===== config.mk =====
export PLATFORM = sky130hd
export DESIGN_NAME = store_sequencer
export DESIGN_NICKNAME = d
export VERILOG_FILES = /design/src/rtl/store_sequencer.sv
export SDC_FILE = /design/constraint.sdc
export NUM_CORES = 1
export LEC_CHECK = 0
export ABC_AREA = 1
export CAP_MARGIN = 20
export CORE_UTILIZATION = 40
export CTS_CLUSTER_DIAMETER = 150
export DETAILED_ROUTE_END_ITERATION = 7
export PLACE_DENSITY = 0.88
export SLEW_MARGIN = 20
export SYNTH_ARGS = -nofsm -noshare
export SYNTH_HDL_FRONTEND = slang
export SYNTH_SLANG_ARGS = --single-unit

===== constraint.sdc =====
create_clock -name Clock -period 3 [get_ports Clock]
set_input_delay 0.6 -clock Clock [delete_from_list [all_inputs] [get_ports Clock]]
set_output_delay 0.6 -clock Clock [all_outputs]
set_load 0.02 [all_outputs]

===== src/rtl/store_sequencer.sv =====
// Control sequencer for `st Ra, C(Rb)`: fetch, decode, address, MDR load, write.
// Optional StoreCount output enabled by defining STORE_SEQ_PERF_EN.
module store_sequencer #(
    parameter logic [4:0]  ST_OPCODE = 5'b00010,
    parameter int unsigned MEM_WAIT  = 1
) (
    input  logic        Clock,
    input  logic        Clear,
    input  logic        Start,
    input  logic [31:0] IRregister,
    output logic        PCout,
    output logic        MARin,
    output logic        IncPC,
    output logic        Zin,
    output logic        PCin,
    output logic        Read,
    output logic        MDRin,
    output logic        MDRout,
    output logic        IRin,
    output logic        Grb,
    output logic        BAout,
    output logic        Yin,
    output logic        Cout,
    output logic        ZLOout,
    output logic        Gra,
    output logic        Rout,
    output logic        Write,
    output logic        AluAdd,
    output logic        Busy,
    output logic        Done,
    output logic        Fault
`ifdef STORE_SEQ_PERF_EN
    ,
    output logic [15:0] StoreCount
`endif
);

    typedef enum logic [3:0] {
        S_IDLE,
        S_T0,
        S_T1,
        S_T2,
        S_DEC,
        S_T3,
        S_T4,
        S_T5,
        S_T6,
        S_T7,
        S_DONE,
        S_FAULT
    } state_t;

    typedef struct packed {
        logic pc_out;
        logic mar_in;
        logic inc_pc;
        logic z_in;
        logic pc_in;
        logic rd;
        logic mdr_in;
        logic mdr_out;
        logic ir_in;
        logic grb;
        logic ba_out;
        logic y_in;
        logic c_out;
        logic zlo_out;
        logic gra;
        logic r_out;
        logic wr;
        logic alu_add;
        logic busy;
        logic done;
        logic fault;
    } ctl_t;

    localparam logic [2:0] LP_WAIT = 3'(MEM_WAIT);

    state_t     r_state;
    state_t     w_next;
    logic [2:0] r_wcnt;
    logic [2:0] w_wcnt_next;
    logic       w_wait_last;
    logic       w_is_st;
    ctl_t       r_ctl;
    ctl_t       w_ctl;
    logic [26:0] w_unused_ir;

    assign w_unused_ir = IRregister[26:0];
    assign w_wait_last = (r_wcnt == LP_WAIT);
    assign w_is_st     = (IRregister[31:27] == ST_OPCODE);

    always_comb begin
        w_next = S_IDLE;
        unique case (r_state)
            S_IDLE:  w_next = Start ? S_T0 : S_IDLE;
            S_T0:    w_next = S_T1;
            S_T1:    w_next = w_wait_last ? S_T2 : S_T1;
            S_T2:    w_next = S_DEC;
            S_DEC:   w_next = w_is_st ? S_T3 : S_FAULT;
            S_T3:    w_next = S_T4;
            S_T4:    w_next = S_T5;
            S_T5:    w_next = S_T6;
            S_T6:    w_next = S_T7;
            S_T7:    w_next = w_wait_last ? S_DONE : S_T7;
            S_DONE:  w_next = S_IDLE;
            S_FAULT: w_next = S_IDLE;
            default: w_next = S_IDLE;
        endcase
    end

    // Wait counter only advances while a memory access is still pending.
    always_comb begin
        w_wcnt_next = 3'd0;
        if ((r_state == S_T1 || r_state == S_T7) && !w_wait_last) begin
            w_wcnt_next = r_wcnt + 3'd1;
        end
    end

    // Strobes are decoded from the next state so the registers hold them
    // for exactly the cycles that state is occupied.
    always_comb begin
        w_ctl      = '0;
        w_ctl.busy = (w_next != S_IDLE);
        unique case (w_next)
            S_T0: begin
                w_ctl.pc_out = 1'b1;
                w_ctl.mar_in = 1'b1;
                w_ctl.inc_pc = 1'b1;
                w_ctl.z_in   = 1'b1;
            end
            S_T1: begin
                w_ctl.zlo_out = 1'b1;
                w_ctl.pc_in   = 1'b1;
                w_ctl.rd      = 1'b1;
                w_ctl.mdr_in  = (w_wcnt_next == LP_WAIT);
            end
            S_T2: begin
                w_ctl.mdr_out = 1'b1;
                w_ctl.ir_in   = 1'b1;
            end
            S_T3: begin
                w_ctl.grb    = 1'b1;
                w_ctl.ba_out = 1'b1;
                w_ctl.y_in   = 1'b1;
            end
            S_T4: begin
                w_ctl.c_out   = 1'b1;
                w_ctl.alu_add = 1'b1;
                w_ctl.z_in    = 1'b1;
            end
            S_T5: begin
                w_ctl.zlo_out = 1'b1;
                w_ctl.mar_in  = 1'b1;
            end
            S_T6: begin
                w_ctl.gra    = 1'b1;
                w_ctl.r_out  = 1'b1;
                w_ctl.mdr_in = 1'b1;
            end
            S_T7:    w_ctl.wr    = 1'b1;
            S_DONE:  w_ctl.done  = 1'b1;
            S_FAULT: w_ctl.fault = 1'b1;
            default: ;
        endcase
    end

    always_ff @(posedge Clock or posedge Clear) begin
        if (Clear) begin
            r_state <= S_IDLE;
            r_wcnt  <= 3'd0;
            r_ctl   <= '0;
        end else begin
            r_state <= w_next;
            r_wcnt  <= w_wcnt_next;
            r_ctl   <= w_ctl;
        end
    end

    assign PCout  = r_ctl.pc_out;
    assign MARin  = r_ctl.mar_in;
    assign IncPC  = r_ctl.inc_pc;
    assign Zin    = r_ctl.z_in;
    assign PCin   = r_ctl.pc_in;
    assign Read   = r_ctl.rd;
    assign MDRin  = r_ctl.mdr_in;
    assign MDRout = r_ctl.mdr_out;
    assign IRin   = r_ctl.ir_in;
    assign Grb    = r_ctl.grb;
    assign BAout  = r_ctl.ba_out;
    assign Yin    = r_ctl.y_in;
    assign Cout   = r_ctl.c_out;
    assign ZLOout = r_ctl.zlo_out;
    assign Gra    = r_ctl.gra;
    assign Rout   = r_ctl.r_out;
    assign Write  = r_ctl.wr;
    assign AluAdd = r_ctl.alu_add;
    assign Busy   = r_ctl.busy;
    assign Done   = r_ctl.done;
    assign Fault  = r_ctl.fault;

`ifdef STORE_SEQ_PERF_EN
    logic [15:0] r_store_count;

    always_ff @(posedge Clock or posedge Clear) begin
        if (Clear) begin
            r_store_count <= 16'd0;
        end else if (w_next == S_DONE && r_store_count != 16'hFFFF) begin
            r_store_count <= r_store_count + 16'd1;
        end
    end

    assign StoreCount = r_store_count;
`endif

endmodule


[Word-level counts from Yosys, hierarchy flattened]
Cells that the tools add are included.
Word-level totals
  bits of input ports: 35
  bits in registers: 26
Operators by class
  eq/ne operators: 22
  $add $sub $neg: 1
  reduce and logical (&&, ||, !) cells: 8
  multiplexer cells: 19
Operator list (count)
  $pmux 4 s10: 1
  $eq 4x3->1 const B: 7
  $eq 4x4->1 const B: 6
  $eq 4x2->1 const B: 4
  $mux 1: 10
  $eq 4x1->1 const B: 2
  $mux 2: 4
  $eq 3x1->1 const B: 2
  $mux 3: 2
  $reduce_or 2->1: 3
  $eq 5x2->1 const B: 1
  $logic_not 4->1: 1
  $mux 4: 1
  $reduce_bool 4->1: 1
  $add 3x1->3 const B: 1
  $pmux 1 s2: 1
  $logic_and 1x1->1: 1
  $logic_not 1->1: 1
  $logic_or 1x1->1: 1

[Logic depth before layout (Yosys ltp)]
Gate-level depths: netlist of the first run.
  depth after elaboration: 6
  mapped depth: 10
  depth with buffers taken out: 10

[Worst setup path before layout of the first run]
OpenSTA, ideal clock, no wires.
  path kind: in2reg
  from: in IRregister[30]
  to: reg r_ctl (netlist bit ZLOout)
  stages on the path: 8
  setup slack: 1.681 ns
  path buffers: 0
  arrival time: 1.201 ns
  library setup time: 0.118 ns
  cells stage by stage: nor2_1 > nand2_1 > nor2_1 > nand2_1 > nand2_1 > nor2_2 > nand2_1 > nand2_1
RTL lines
  start, declared: RTL line 10  | input logic [31:0] IRregister,
  end signal, assigned: RTL line 176  | r_ctl <= w_ctl;
  end, declared: RTL line 85  | ctl_t r_ctl;

[Worst setup path after layout of the first run]
  from: reg r_ctl (netlist bit BAout)
  to: out BAout
RTL lines
  end, declared: RTL line 21  | output logic BAout,
No word-level cell between the ends.

==> results of run 1 <==
worst register-to-register path: cells and delay by family, from the launching register on:
family	cells	cell delay, ps
buffers and inverters	1	100
DFF	1	450
and+or+nand+nor	7	780
cell usage in the layout, fill, tap and decap left out, drive strengths merged:
cell           instances
clkbuf                 3
nand3b                 1
nand2                 30
dfrtp                 21
nand4                  1
nor3                   1
a21oi                  1
clkinv                 1
inv                   23
nand3                  5
ha                     2
clkdlybuf4s50         28
xnor2                  1
nor2                  20
o21ai                  3
per-stage QoR:
step	setup WS, ps	hold slack, ps	utilization [%]	cells	instance area (um2)
finish	1090	613	55.9	169	1250
detailed placement	1080	589	54.6	165	1220
global placement	1140	560	54.6	165	1220
CTS	1090	609	55.9	169	1250
global route	1040	656	55.9	169	1250
floorplan	1680	538	-	116	957
registers in the layout, summed over array words and instances (netlist names):
signal,count
r_state,4
r_wcnt,3
AluAdd,1
BAout,1
Busy,1
Done,1
Fault,1
Gra,1
IRin,1
IncPC,1
MARin,1
MDRin,1
PCin,1
Write,1
ZLOout,1
Zin,1
cell families after synthesis:
kind of cell / count (synthesis)
compound gates: 4
xor+xnor: 1
fa+ha+maj: 2
buf+inv: 30
flops: 21
simple gates: 58
area by class of cell:
class                           count  area [um2]
Clock inverter                      1        5.00
Inverter                           23        86.3
Timing Repair Buffer               28         280
Fill cell                         207         986
Clock buffer                        3        22.5
Tap cell                           28        35.0
Sequential cell                    21         526
Multi-Input combinational cell     65         293
routing by layer:
| metal | GRT usage, % | vias up | share of wire, % |
|---|---|---|---|
| met5 | 0 | - | 0 |
| met4 | 9.26 | 0 | 2.6 |
| met3 | 2.98 | 7 | 5.9 |
| met2 | 29.6 | 40 | 53 |
| met1 | 18.3 | 360 | 38 |
| li1 | - | 383 | - |
how the worst max path moves through the flow:
stage	from	endpoint	slack (ps)
after global routing	BAout	BAout	1040
after CTS	BAout	BAout	1090
final	BAout	BAout	1090
after global placement	IRregister[30]	ZLOout	1140
after floorplan	IRregister[30]	ZLOout	1680
after detailed placement	IRregister[30]	ZLOout	1080
where the power goes:
part / internal [W] / switching (W) / total [W]
sequential: 0.000361 / 0.0000493 / 0.000410
clock: 0.0000499 / 0.0000881 / 0.000138
combinational: 0.000204 / 0.000316 / 0.000519
total: 0.000614 / 0.000453 / 0.00107
==> metrics.txt, run 1 <==
top-count cell post-synth nand2_1; DRT antenna net count 0; Setup Viol. Count Final 0; post-synthesis cell type count 16; WP buf/inv 1; crit-path max cell delay 610 ps; worst-skew pair later-pin latency 320 ps; status completed; CTS tree yes; CP startpoint kind flop; # IOs 56; num rows 17; worst hold stages 2; Post-Syn Instances 116; CP top delay family buffers and inverters; crit-path cells clkdlybuf4s50_1; final wirelength 1850 um; synthesis-to-layout area growth 30.3%; Hold EP r_wcnt[2]; Clock Root Buffer clkbuf_4; Crit. path cell count 1; clk slew on worst S/H paths 120 ps; Initial Util 42.9%; WL/cell 11.0 um; CTS resizes 0; worst min path class flop to flop; maximum VDD drop 0.441 mV; Worst slew margin 50.1%; Final Cycle Share 63.6%; total core area 0.00223 mm2; antenna violations before repair 0; Final Total Pwr 0.00107 W; CP required 2400 ps; mapped cell area 957 um2; Max-Cap Viols 0; Die Area 0.00259 mm2; sequential area share after synthesis 54.9%; CP Max Fanout 3; Via-to-Cell Ratio 4.67; P_leak 0.686 nW; top-area cell type share of the netlist area 54.9%; Die X 50.9 um; FF-to-FF path depth 8; Critical Path Slowest Stage Cell clkdlybuf4s50_1; adder-cell share of the synthesized area 2.61%; grt ovf 0; Setup CP Type flop to output port; overall routing resource usage 16.6%; Ant. Diodes 0; Vias 790; minimum clock period 1910 ps; Post-synth top flop dfrtp_1; xor/xnor cell area share of the yosys netlist 0.915%; first-pass GRT wire length 3090 um; main area contributors after synthesis dfrtp_1 (55%), nand2_1 (11%), inv_1 (7.8%); vias in the first global route 732; RR Startpoint r_state[1]; pin count of the biggest net entering global routing 22; Mapped Nets 153; Max Clk Rate 524 MHz; reg2reg end ZLOout; Port Buffers 28; gp weighted congestion 0.849; Synth Area in Compound Gates 2.09%; H-tree depth 1; CP Capture Type output port; Async SR Flop Fraction 100%; cell accounting for the most synthesized area dfrtp_1; Post-CTS Setup Repair Bufs 0; Die Y-Extent 50.9 um; share of post-route cells with drive strength above 1 7.09%; top cells by count, synth nand2_1 (29), dfrtp_1 (21), inv_1 (20); TritonCTS Buffers 3; initial DRC count 23; fin nets 179; flop and latch count out of synthesis 21; CP arrival 1310 ps; # clock sinks 21; number of flops mapped to enable cells by yosys 0; Slew Limit Fails 0; Final Hold Violating Endpoints 0; Avg Cell Area, Syn 8.25 um2; post-synthesis simple-gate area fraction 25.0%; RSZ-0062 raised after global routing false; multiplexer share of the synthesized area 0%; Worst-Margin Slew 748 ps; synth warn 0; Post-DP HPWL 1460 um; clk buf depth 2; R2R setup slack 1570 ps; Setup TNS 0 ps; Pre-Repair DR Iteration Count 4; min-delay src r_wcnt[2]; largest family of logic cells by synthesized area simple AND/OR/NAND/NOR gates; Setup Skew 13.8 ps; Hold Buf Count CTS 0; Residual DRC 0; Power Density 856 mW/mm2
Note: power is estimated with default switching activity, not from simulation.
==> inputs of run 2 (changes only) <==
- CORE_UTILIZATION: 40 -> 37
- PLACE_DENSITY: 0.88 -> 0.83
- clock period: 3 -> 1.9 ns (I/O delays scaled with it)
==> run 2 against run 1 <==
Non-clock buffer count increased by 1. Global-route usage shrank 0.92 points. Die area is 7.8% higher. Highest routed layer unchanged. Sequential power grew 57%. Wire length fell by 5.8%. Final cell count grew 1.8%. Clock skew shrank 5.3 ps. Utilization fell by 4.7 points. Largest power group unchanged.
==> metrics.txt, run 2 (synthesis gave the netlist of run 1 again) <==
status completed; CTS resizes 0; Power Density 1330 mW/mm2; Max-Cap Viols 0; Post-DP HPWL 1400 um; Max Clk Rate 595 MHz; Clock Root Buffer clkbuf_4; Setup Skew 8.52 ps; share of post-route cells with drive strength above 1 7.04%; Die X 52.9 um; synthesis-to-layout area growth 31.2%; TritonCTS Buffers 3; initial DRC count 13; num rows 18; fillers 233; H-tree depth 1; clk slew on worst S/H paths 110 ps; P_leak 0.688 nW; WL/cell 10.1 um; Final Cycle Share 88.5%; Residual DRC 0; CP arrival 1300 ps; Die Y-Extent 52.9 um; overall routing resource usage 15.6%; pin count of the biggest net entering global routing 22; Setup Viol. Count Final 0; Slew Limit Fails 0; crit-path cells clkdlybuf4s50_1; commonest non-fill, non-tap cells in the layout nand2_1 (29), clkdlybuf4s50_1 (28), dfrtp_1 (21), inv_1 (20), nor2_1 (18); CP Capture Type output port; met3 Use GR 3.16%; Final Non-Filler Cells 172; gp weighted congestion 0.847; PnR worst setup slack 219 ps; Pre-Repair DR Iteration Count 4; # IOs 56; Ant. Diodes 0; Port Buffers 28; CP top delay family buffers and inverters; Die Area 0.00279 mm2; antenna violations before repair 0; final wirelength 1740 um; RR Startpoint r_wcnt[1]; Vias 796; CTS tree yes; Largest regs r_state (4), r_wcnt (3); # clock sinks 21; DRT antenna net count 0; Multi-input gate area 293 um2; met1 Use GR 16.0%; RSZ-0062 raised after global routing false; most common cell after layout, fill and taps aside nand2_1; first-pass GRT wire length 3020 um; Reg area 526 um2; max FFs per register 4; CP required 1520 ps; Worst slew margin 84.0%; fin nets 180; total core area 0.00245 mm2; Final Hold Violating Endpoints 0; Via-to-Cell Ratio 4.63; GR peak layer met2; Critical Path Slowest Stage Cell clkdlybuf4s50_1; Setup TNS 0 ps; crit-path max cell delay 610 ps; Worst-Margin Slew 238 ps; Hold Buf Count CTS 0; Crit. Startpoint BAout; clk buf depth 2; vias in the first global route 735; grt ovf 0; CP startpoint kind flop; Place WS 255 ps; DP Cell Count 168; minimum clock period 1680 ps; maximum VDD drop 0.586 mV; met2 usage in global routing 27.6%; worst min path class input port to asynchronous set/reset pin; WP buf/inv 1; Initial Util 39.0%; Setup CP Type flop to output port; Post-CTS Setup Repair Bufs 0; worst-skew pair later-pin latency 310 ps; Reg with most FFs r_state; Hold WS 371 ps; CP Max Fanout 3
==> run 2: per-stage QoR <==
stage               power, W  util [%]  cell area [um2]
floorplan            0.00117         -              957
global placement     0.00142      50.1             1230
detailed placement   0.00146      50.1             1230
CTS                  0.00167      51.2             1260
global route         0.00181      51.2             1260
finish               0.00167      51.2             1260
==> run 2: path summary, 6_finish.rpt <==
path	end	slack, ps	depth (start not counted)
hold / removal	MARin	370	3
hold reg to reg	r_wcnt[0]	590	2
min in group Clock	r_wcnt[0]	590	2
max in group asynchronous	Zin	1320	3
setup / recovery	Grb	220	1
setup reg to reg	ZLOout	440	10
==> run 2: per-layer routing <==
layer,wire (um),vias to the layer above
met2,925,37
met5,0,-
met3,106,5
li1,-,390
met4,65,0
met1,645,364
==> run 2: power breakdown <==
group / total [W] / switching [W] / internal [W] / leakage (nW)
combinational: 0.000814 / 0.000492 / 0.000322 / 0.393
clock: 0.000214 / 0.000132 / 0.0000823 / 0.0150
sequential: 0.000642 / 0.0000728 / 0.000570 / 0.280
==> run 2: layout make-up <==
type                       instances  share of cell area (%)
sequential                        21                    41.8
multi-input combinational         65                    23.3
timing repair buffer              29                    22.9
inverter                          23                    6.87
tap                               30                    2.99
clock buffer                       4                    2.09
